[src/rtl/uart_cmd_bridge_pkg.sv]
// uart_cmd_bridge_pkg: frame/response byte codes and FSM states shared by the UART command bridge
package uart_cmd_bridge_pkg;
  localparam logic [7:0] CmdWrite = 8'h57;
  localparam logic [7:0] CmdRead  = 8'h52;
  localparam logic [7:0] RspOk    = 8'h4B;
  localparam logic [7:0] RspErr   = 8'h45;

  typedef enum logic [2:0] {IDLE, ADDR, DATA, BUS_REQ, BUS_WAIT, RESP_HDR, RESP_DATA} bridge_state_e;

  function automatic int max_int(input int a, input int b);
    return a > b ? a : b;
  endfunction
endpackage

[src/rtl/uart_cmd_bridge_timer.sv]
// uart_cmd_bridge_timer: loadable down-counter, expired_o pulses during the last enabled count
module uart_cmd_bridge_timer #(
  parameter int Limit = 64
) (
  input  logic clk_i,
  input  logic rst_ni,
  input  logic load_i,
  input  logic en_i,
  input  logic clear_i,
  output logic expired_o
);
  localparam int W = $clog2(Limit + 1);

  logic [W-1:0] cnt;

  always_ff @(posedge clk_i or negedge rst_ni)
    if (!rst_ni) cnt <= '0;
    else if (load_i) cnt <= W'(Limit);
    else if (clear_i) cnt <= '0;
    else if (en_i && cnt != '0) cnt <= cnt - W'(1);

  assign expired_o = en_i && cnt == W'(1);
endmodule

[src/rtl/uart_cmd_bridge.sv]
// uart_cmd_bridge: turns UART command frames into register-bus transactions and streams back status/read data
module uart_cmd_bridge
  import uart_cmd_bridge_pkg::*;
#(
  parameter int AddrBytes = 1,
  parameter int DataBytes = 4,
  parameter int GapCycles = 100000,
  parameter int BusCycles = 64
) (
  input  logic                   clk_i,
  input  logic                   rst_ni,
  input  logic                   rx_valid_i,
  input  logic [7:0]             rx_data_i,
  output logic                   tx_valid_o,
  output logic [7:0]             tx_data_o,
  input  logic                   tx_ready_i,
  output logic                   bus_req_o,
  output logic                   bus_we_o,
  output logic [8*AddrBytes-1:0] bus_addr_o,
  output logic [8*DataBytes-1:0] bus_wdata_o,
  input  logic                   bus_gnt_i,
  input  logic                   bus_rvalid_i,
  input  logic [8*DataBytes-1:0] bus_rdata_i,
  input  logic                   bus_err_i,
  output logic                   busy_o,
  output logic                   drop_o
);
  localparam int AW = 8 * AddrBytes;
  localparam int DW = 8 * DataBytes;
  localparam int CW = $clog2(max_int(AddrBytes, DataBytes) + 1);

  bridge_state_e state, state_d;
  logic [AW-1:0] addr_q, addr_d;
  logic [DW-1:0] wdata_q, wdata_d, rdata_q, rdata_d;
  logic [CW-1:0] cnt_q, cnt_d;
  logic          we_q, we_d, err_q, err_d;
  logic          tx_valid_d;
  logic [7:0]    tx_data_d;
  logic          hs, gap_load, gap_en, gap_exp, bus_load, bus_en, bus_exp;

  assign hs          = tx_valid_o && tx_ready_i;
  assign gap_en      = state == ADDR || state == DATA;
  assign bus_en      = state == BUS_REQ || state == BUS_WAIT;
  assign gap_load    = rx_valid_i && (gap_en || (state == IDLE && (rx_data_i == CmdWrite || rx_data_i == CmdRead)));
  assign bus_load    = state_d == BUS_REQ && state != BUS_REQ;
  assign busy_o      = state != IDLE;
  assign drop_o      = rx_valid_i && (bus_en || state == RESP_HDR || state == RESP_DATA);
  // request is withdrawn in the very cycle the bus timer runs out
  assign bus_req_o   = state == BUS_REQ && !bus_exp;
  assign bus_we_o    = we_q;
  assign bus_addr_o  = addr_q;
  assign bus_wdata_o = wdata_q;

  uart_cmd_bridge_timer #(.Limit(GapCycles)) u_gap (
    .clk_i, .rst_ni, .load_i(gap_load), .en_i(gap_en), .clear_i(!gap_en), .expired_o(gap_exp)
  );

  uart_cmd_bridge_timer #(.Limit(BusCycles)) u_bus (
    .clk_i, .rst_ni, .load_i(bus_load), .en_i(bus_en), .clear_i(!bus_en), .expired_o(bus_exp)
  );

  always_comb begin
    state_d    = state;
    addr_d     = addr_q;
    wdata_d    = wdata_q;
    rdata_d    = rdata_q;
    cnt_d      = cnt_q;
    we_d       = we_q;
    err_d      = err_q;
    tx_valid_d = tx_valid_o;
    tx_data_d  = tx_data_o;
    case (state)
      IDLE: if (rx_valid_i) begin
        cnt_d   = '0;
        we_d    = rx_data_i == CmdWrite;
        err_d   = !(rx_data_i == CmdWrite || rx_data_i == CmdRead);
        state_d = err_d ? RESP_HDR : ADDR;
      end
      ADDR: if (rx_valid_i) begin
        addr_d = (addr_q << 8) | AW'(rx_data_i);
        cnt_d  = cnt_q == CW'(AddrBytes - 1) ? '0 : cnt_q + CW'(1);
        if (cnt_q == CW'(AddrBytes - 1)) state_d = we_q ? DATA : BUS_REQ;
      end else if (gap_exp) state_d = IDLE;
      DATA: if (rx_valid_i) begin
        wdata_d = (wdata_q << 8) | DW'(rx_data_i);
        cnt_d   = cnt_q == CW'(DataBytes - 1) ? '0 : cnt_q + CW'(1);
        if (cnt_q == CW'(DataBytes - 1)) state_d = BUS_REQ;
      end else if (gap_exp) state_d = IDLE;
      BUS_REQ: if (bus_exp) begin
        err_d   = 1'b1;
        state_d = RESP_HDR;
      end else if (bus_gnt_i) begin
        state_d = bus_rvalid_i ? RESP_HDR : BUS_WAIT;
        rdata_d = bus_rvalid_i ? bus_rdata_i : rdata_q;
        err_d   = bus_rvalid_i && bus_err_i;
      end
      BUS_WAIT: if (bus_rvalid_i) begin
        rdata_d = bus_rdata_i;
        err_d   = bus_err_i;
        state_d = RESP_HDR;
      end else if (bus_exp) begin
        err_d   = 1'b1;
        state_d = RESP_HDR;
      end
      RESP_HDR: if (hs) begin
        cnt_d      = '0;
        state_d    = err_q || we_q ? IDLE : RESP_DATA;
        tx_valid_d = !(err_q || we_q);
        tx_data_d  = rdata_q[DW-1 -: 8];
        rdata_d    = rdata_q << 8;
      end
      RESP_DATA: if (hs) begin
        state_d    = cnt_q == CW'(DataBytes - 1) ? IDLE : RESP_DATA;
        tx_valid_d = cnt_q != CW'(DataBytes - 1);
        tx_data_d  = rdata_q[DW-1 -: 8];
        rdata_d    = rdata_q << 8;
        cnt_d      = cnt_q + CW'(1);
      end
      default: state_d = IDLE;
    endcase
    if (state_d == RESP_HDR && state != RESP_HDR) begin
      tx_valid_d = 1'b1;
      tx_data_d  = err_d ? RspErr : RspOk;
    end
  end

  always_ff @(posedge clk_i or negedge rst_ni)
    if (!rst_ni) begin
      state      <= IDLE;
      addr_q     <= '0;
      wdata_q    <= '0;
      rdata_q    <= '0;
      cnt_q      <= '0;
      we_q       <= 1'b0;
      err_q      <= 1'b0;
      tx_valid_o <= 1'b0;
      tx_data_o  <= '0;
    end else begin
      state      <= state_d;
      addr_q     <= addr_d;
      wdata_q    <= wdata_d;
      rdata_q    <= rdata_d;
      cnt_q      <= cnt_d;
      we_q       <= we_d;
      err_q      <= err_d;
      tx_valid_o <= tx_valid_d;
      tx_data_o  <= tx_data_d;
    end
endmodule
[config.mk]
export PLATFORM = sky130hd
export DESIGN_NAME = uart_cmd_bridge
export DESIGN_NICKNAME = d
export VERILOG_FILES = /design/src/rtl/uart_cmd_bridge_pkg.sv /design/src/rtl/uart_cmd_bridge_timer.sv /design/src/rtl/uart_cmd_bridge.sv
export SDC_FILE = /design/constraint.sdc
export NUM_CORES = 1
export LEC_CHECK = 0
export ABC_CLOCK_PERIOD_IN_PS = 2900
export BUFFER_PORTS_ARGS = -buffer_cell sky130_fd_sc_hd__buf_4
export CORE_ASPECT_RATIO = 1.1
export CORE_MARGIN = 2
export CORE_UTILIZATION = 56
export CTS_CLUSTER_DIAMETER = 100
export DETAILED_ROUTE_END_ITERATION = 7
export PLACE_DENSITY = 0.8
export SYNTH_ARGS = -nofsm -noshare
export SYNTH_HDL_FRONTEND = slang
export SYNTH_SLANG_ARGS = --single-unit
[constraint.sdc]
create_clock -name clk_i -period 2.9 [get_ports clk_i]
set_input_delay 0.58 -clock clk_i [delete_from_list [all_inputs] [get_ports clk_i]]
set_output_delay 0.58 -clock clk_i [all_outputs]
set_load 0.03 [all_outputs]
; Yosys cells after proc, flatten, opt, wreduce, memory -nomap -nowiden
; Cells that the tools add are included.
[totals]
ff_bits = 113
input_bits = 47
output_inout_bits = 53
word_cells = 134
[op_classes]
n_addsub = 3
eq_ne = 28
mux = 51
bitwise_logic = 1
reduce_logical = 40
[op_table]
columns = op, count
row1 = 32-bit 2-to-1 mux, 4
row2 = 32-bit one-hot mux with 3 select lines, 1
row3 = 3-bit 2-to-1 mux, 22
row4 = 17-bit 2-to-1 mux, 3
row5 = 32-bit by 8-bit OR with 32-bit output, 1
row6 = 8-bit 2-to-1 mux, 3
row7 = 7-bit 2-to-1 mux, 3
row8 = 3-bit one-hot mux with 7 select lines, 1
row9 = 3-bit by 2-bit inequality test with 1-bit output (second input constant), 6
row10 = 17-bit by 1-bit equality test with 1-bit output (second input constant), 1
row11 = 17-bit nonzero test, 1
row12 = 17-bit by 1-bit subtractor with 17-bit output (second input constant), 1
row13 = 8-bit by 7-bit equality test with 1-bit output (second input constant), 2
row14 = 3-bit one-hot mux with 5 select lines, 1
row15 = 2-bit inequality test (second input constant), 7
row16 = 3-bit by 2-bit equality test with 1-bit output (second input constant), 4
row17 = 3-bit equality test (second input constant), 4
row18 = 1-bit logical AND, 12
row19 = 1-bit 2-to-1 mux, 10
row20 = 3-bit nonzero test, 3
row21 = 2-bit AND reduction, 4
row22 = 7-bit by 1-bit equality test with 1-bit output (second input constant), 1
row23 = 1-bit logical OR, 7
row24 = 7-bit nonzero test, 1
row25 = 16 further kinds, 20

; Depth between registers and ports, before layout
[depth]
depth_word = 10
mapped_depth = 9
depth_no_buf = 8

; Cells and area by module
; From an unflattened synthesis, not the netlist that was laid out.
[unflattened]
cells_unflattened = 549
hier_area_um2 = 5764.3
[by_module_without_submodules]
columns = module, instances, cells_per_inst, area_per_inst_um2, seq_area_each_um2
row1 = uart_cmd_bridge, 1, 379, 4216.5, 2227.1
row2 = uart_cmd_bridge_timer at u_gap, 1, 124, 1084.8, 425.4
row3 = uart_cmd_bridge_timer at u_bus, 1, 46, 462.9, 175.2

; Worst setup path before layout
; No wires, ideal clock.
[synth_path]
path_kind = reg-to-output
startpoint = register state[1]
endpoint = output drop_o
arrival_time_ns = 1.918
required_ns = 2.320
setup_slack_ns = 0.402
path_stages_with_launch = 6
path_buffers = 2
cell_sequence = dfrtp_1 clkbuf_1 nor2b_1 o21ai_1 clkbuf_1 a21boi_0
[synth_via]
elab_chain_cells = 5
elab_cells_between_ends = 8
cone_classes = eq/ne (4) / reduce/logical (4)
[synth_lines]
columns = element, line_no
row1 = "start, declared", uart_cmd_bridge.sv:32  ; bridge_state_e state, state_d;
row2 = "start signal, assigned", uart_cmd_bridge.sv:139  ; state <= state_d;
row3 = 3-bit by 2-bit equality test with 1-bit output / 3-bit equality test (equally long branches), uart_cmd_bridge.sv:43  ; assign bus_en = state == BUS_REQ || state == BUS_WAIT;
row4 = 1-bit logical OR, uart_cmd_bridge.sv:43
row5 = 1-bit logical OR, uart_cmd_bridge.sv:47  ; assign drop_o = rx_valid_i && (bus_en || state == RESP_HDR || state == RESP_DATA);
row6 = 1-bit logical OR (*), uart_cmd_bridge.sv:47
row7 = 1-bit logical AND (*), uart_cmd_bridge.sv:47
row8 = "end, declared", uart_cmd_bridge.sv:26  ; output logic drop_o
; Every way passes the cells marked *; elsewhere a longest branch is shown, timed or not.

; Worst setup path after layout
[layout_path]
startpoint = register state[0]
endpoint = output drop_o
; Same word-level chain as after synthesis.

==> results.cfg <==
[yosys]
synth_seq_area_share_pct = 52.4
synth_area_leaders = dfrtp_1 52%, mux2_2 8.8%, a21oi_1 4.7%, nor2_1 4.5%, mux2i_1 3.0%
syn_inst = 522
synth_top_area_share_pct = 52.4
synthDistinctLibCells = 52
synth.largest_area_cell = dfrtp_1
yosysMostFrequentCell = dfrtp_1
ys.flop_type = dfrtp_1
yosys-top-cells-count = 113 x dfrtp_1, 64 x nor2_1, 51 x a21oi_1
ys_ff_latch = 113
ys_warn_count = 0
synth_area_um2 = 5400
synthArstFlopShare_pct = 100
avgSynthCellArea_um2 = 10.3
syn_nets = 579
synth-edff-count = 0

[outcome]
outcome = completed

[worst_setup_path]
cp.arrival_ns = 2.11
reg2reg_from = u_gap.cnt[6]
r2r_end = tx_data_o[3]
crit_start = state[0]
cp-endpoint = drop_o
critPathKind = reg2out
ff2ff_path_depth = 7
rrSetupSlack_ns = 0.34
worstSetupEndpointType = primary output
start_kind = flip-flop
critPathMaxFanout = 15
critical_path_required_ns = 2.32

[sta]
setup_violations = 0
finalCritPeriodShare_pct = 92.7
setup_ws_ns = 0.211
worstMarginPinSlew_ns = 0.752
tns_ns = 0
layout_min_cycle_time_ns = 2.69
fin_skew_ns = 0.0101
rsz0062_at_grt = false
slew_violations = 0
hold_viol = 0
fmax_mhz = 372
max_slew_margin_pct = 49.4

[detailed_routing]
antenna_left = 0
wire_per_inst_um = 17.7
drt-initial-drc-count = 316
num_vias = 4416
viasPerCell = 5.83
routed_wirelength_mm = 13.4
drt_pre_antenna_iters = 5
post-route-drc-count = 0

[placed_design]
pre_cts_slack_ns = 0.186
dp.cells = 725
portBuffers = 99
hpwl_mm = 8.90
gp_congestion = 0.878

[die]
pin_count = 100
die_x_um = 97.6
core_area_um2 = 9350
dieArea_um2 = 10400
start_util_pct = 57.7
rows = 37
die_height_um = 107

[clocking]
clockBufferDepth = 2
cts_sinks = 113
insertion_delay_ns = 0.52
cts-buffers-inserted = 17
cts-root-buf = clkbuf_8
cts_tree = done
htreeDepth = 4
clk_pin_slew_ns = 0.06

[power]
p_leak_nw = 3.28
seqPwrFrac_pct = 30.1
ir_drop_uv = 551
p_total_mw = 9.16
switching_share_pct = 41.9
powerDensity_nw_per_um2 = 1330
p_switching_mw = 3.84
internal-power_mw = 5.32
clkPwrFrac_pct = 22.5
combPwrFrac_pct = 47.3

[layout]
final_nets = 684
multiInputGateArea_um2 = 2420
final-instance-count-excl-fill = 757
area_growth_pct = 28.0
insertedDiodeCount = 0
filler_cell_count = 629
layout-drive-gt1-share_pct = 30.5
seq_area_um2 = 2830

[flow_run]
maxCapViolations = 0

[global_route]
grt_antenna_before_repair = 0
gr-usage-all-layers_pct = 26.4
grt_pass1_wl_mm = 21.9
grt_max_degree = 52
grt_pass1_vias = 4459
grt_overflow_total = 0

[hold_path]
hold_class = in2async
kinds of logic (layout without fill, tap and decap cells):
logic type | after synthesis | after routing | synth area share, %
and+or+nand+nor | 175 | 175 | 15.3
DFF | 113 | 113 | 52.4
AOI/OAI and AO/OA | 101 | 101 | 11.5
muxes | 59 | 59 | 12.0
buffers and inverters | 46 | 164 | 3.50
xor gates and xnor gates | 18 | 18 | 2.92
adders and majority gates | 10 | 10 | 2.32
power groups by stage:
stage	Combinational, mW	Clock, mW	Sequential, mW
2_1_floorplan	2.47	0	3.20
3_3_place_gp	4.10	0	2.71
3_5_place_dp	4.25	0	2.75
4_1_cts	4.32	2.08	2.75
5_1_grt	4.70	2.14	2.84
6_report	4.33	2.07	2.76
routing by layer:
metal | track usage (%) | wire [µm] | vias up
met2 | 43.6 | 6870 | 203
met3 | 7.82 | 917 | 35
li1 | - | - | 2040
met5 | 0 | 0 | -
met1 | 32.0 | 5250 | 2138
met4 | 12.4 | 323 | 0
metrics by stage:
step	hold slack (ns)	area, µm²	utilization, %
after floorplan	0.284	5400	-
after global placement	0.484	6320	67.6
after detailed placement	0.490	6320	67.6
after CTS	0.112	6900	73.8
after global routing	0.143	6910	73.9
final	0.0891	6910	73.9
timing repair:
| item | CTS | global route |
|---|---|---|
| pin swaps | 0 | 0 |
| hold buffers | 0 | 0 |
| setup buffers | 0 | 0 |
| gates resized for setup | 1 | 1 |
| gates cloned | 0 | 0 |
| setup endpoints to repair | 1 | 1 |
final cells by class:
class,count,area share (%)
Tap cell,117,2.12
Sequential cell,113,40.9
Inverter,22,1.20
Clock inverter,13,2.34
Timing Repair Buffer,110,12.3
Multi-Input combinational cell,363,35.0
Clock buffer,19,6.11
worst min path at each step:
stage,startpoint,to,slack (ns),cells past startpoint
CTS,rst_ni,cnt_q[1],0.11,1
floorplan,rst_ni,bus_addr_o[0],0.28,0
global route,rst_ni,cnt_q[1],0.14,1
finish,rst_ni,cnt_q[2],0.09,1
global placement,rdata_q[24],tx_data_o[0],0.48,2
detailed placement,rdata_q[30],tx_data_o[6],0.49,2
sequential cells by signal, summed over array words and instances, names as in the netlist:
signal,flops
bus_addr_o,8
bus_wdata_o,32
bus_we_o,1
cnt_q,3
err_q,1
rdata_q,32
state,3
tx_data_o,8
tx_valid_o,1
u_bus.cnt,7
u_gap.cnt,17
cells in the final DEF, fill, tap and decap left out, types with 3 or more instances in the layout:
cell,count
a21oi_1,51
a31oi_1,4
and2_1,3
and3_1,3
buf_4,108
bufinv_16,3
clkbuf_16,16
clkinv_2,4
clkinv_4,3
dfrtp_1,113
ha_1,10
inv_1,22
mux2_2,42
mux2i_1,16
nand2_1,39
nand2b_1,4
nand3_1,19
nand3b_1,4
nor2_1,64
nor2b_1,3
nor3_1,13
nor4_1,7
o21ai_0,19
o311ai_0,3
or3_1,4
xnor2_1,12
xor2_1,6
worst max-delay path: stages, from the launching register on:
cell,delay (ns)
dfrtp_1,0.63
and3b_1,0.29
a21oi_1,0.08
buf_4,0.21
a21boi_0,0.18
buf_4,0.20
Note: power is estimated with default switching activity, not from simulation.
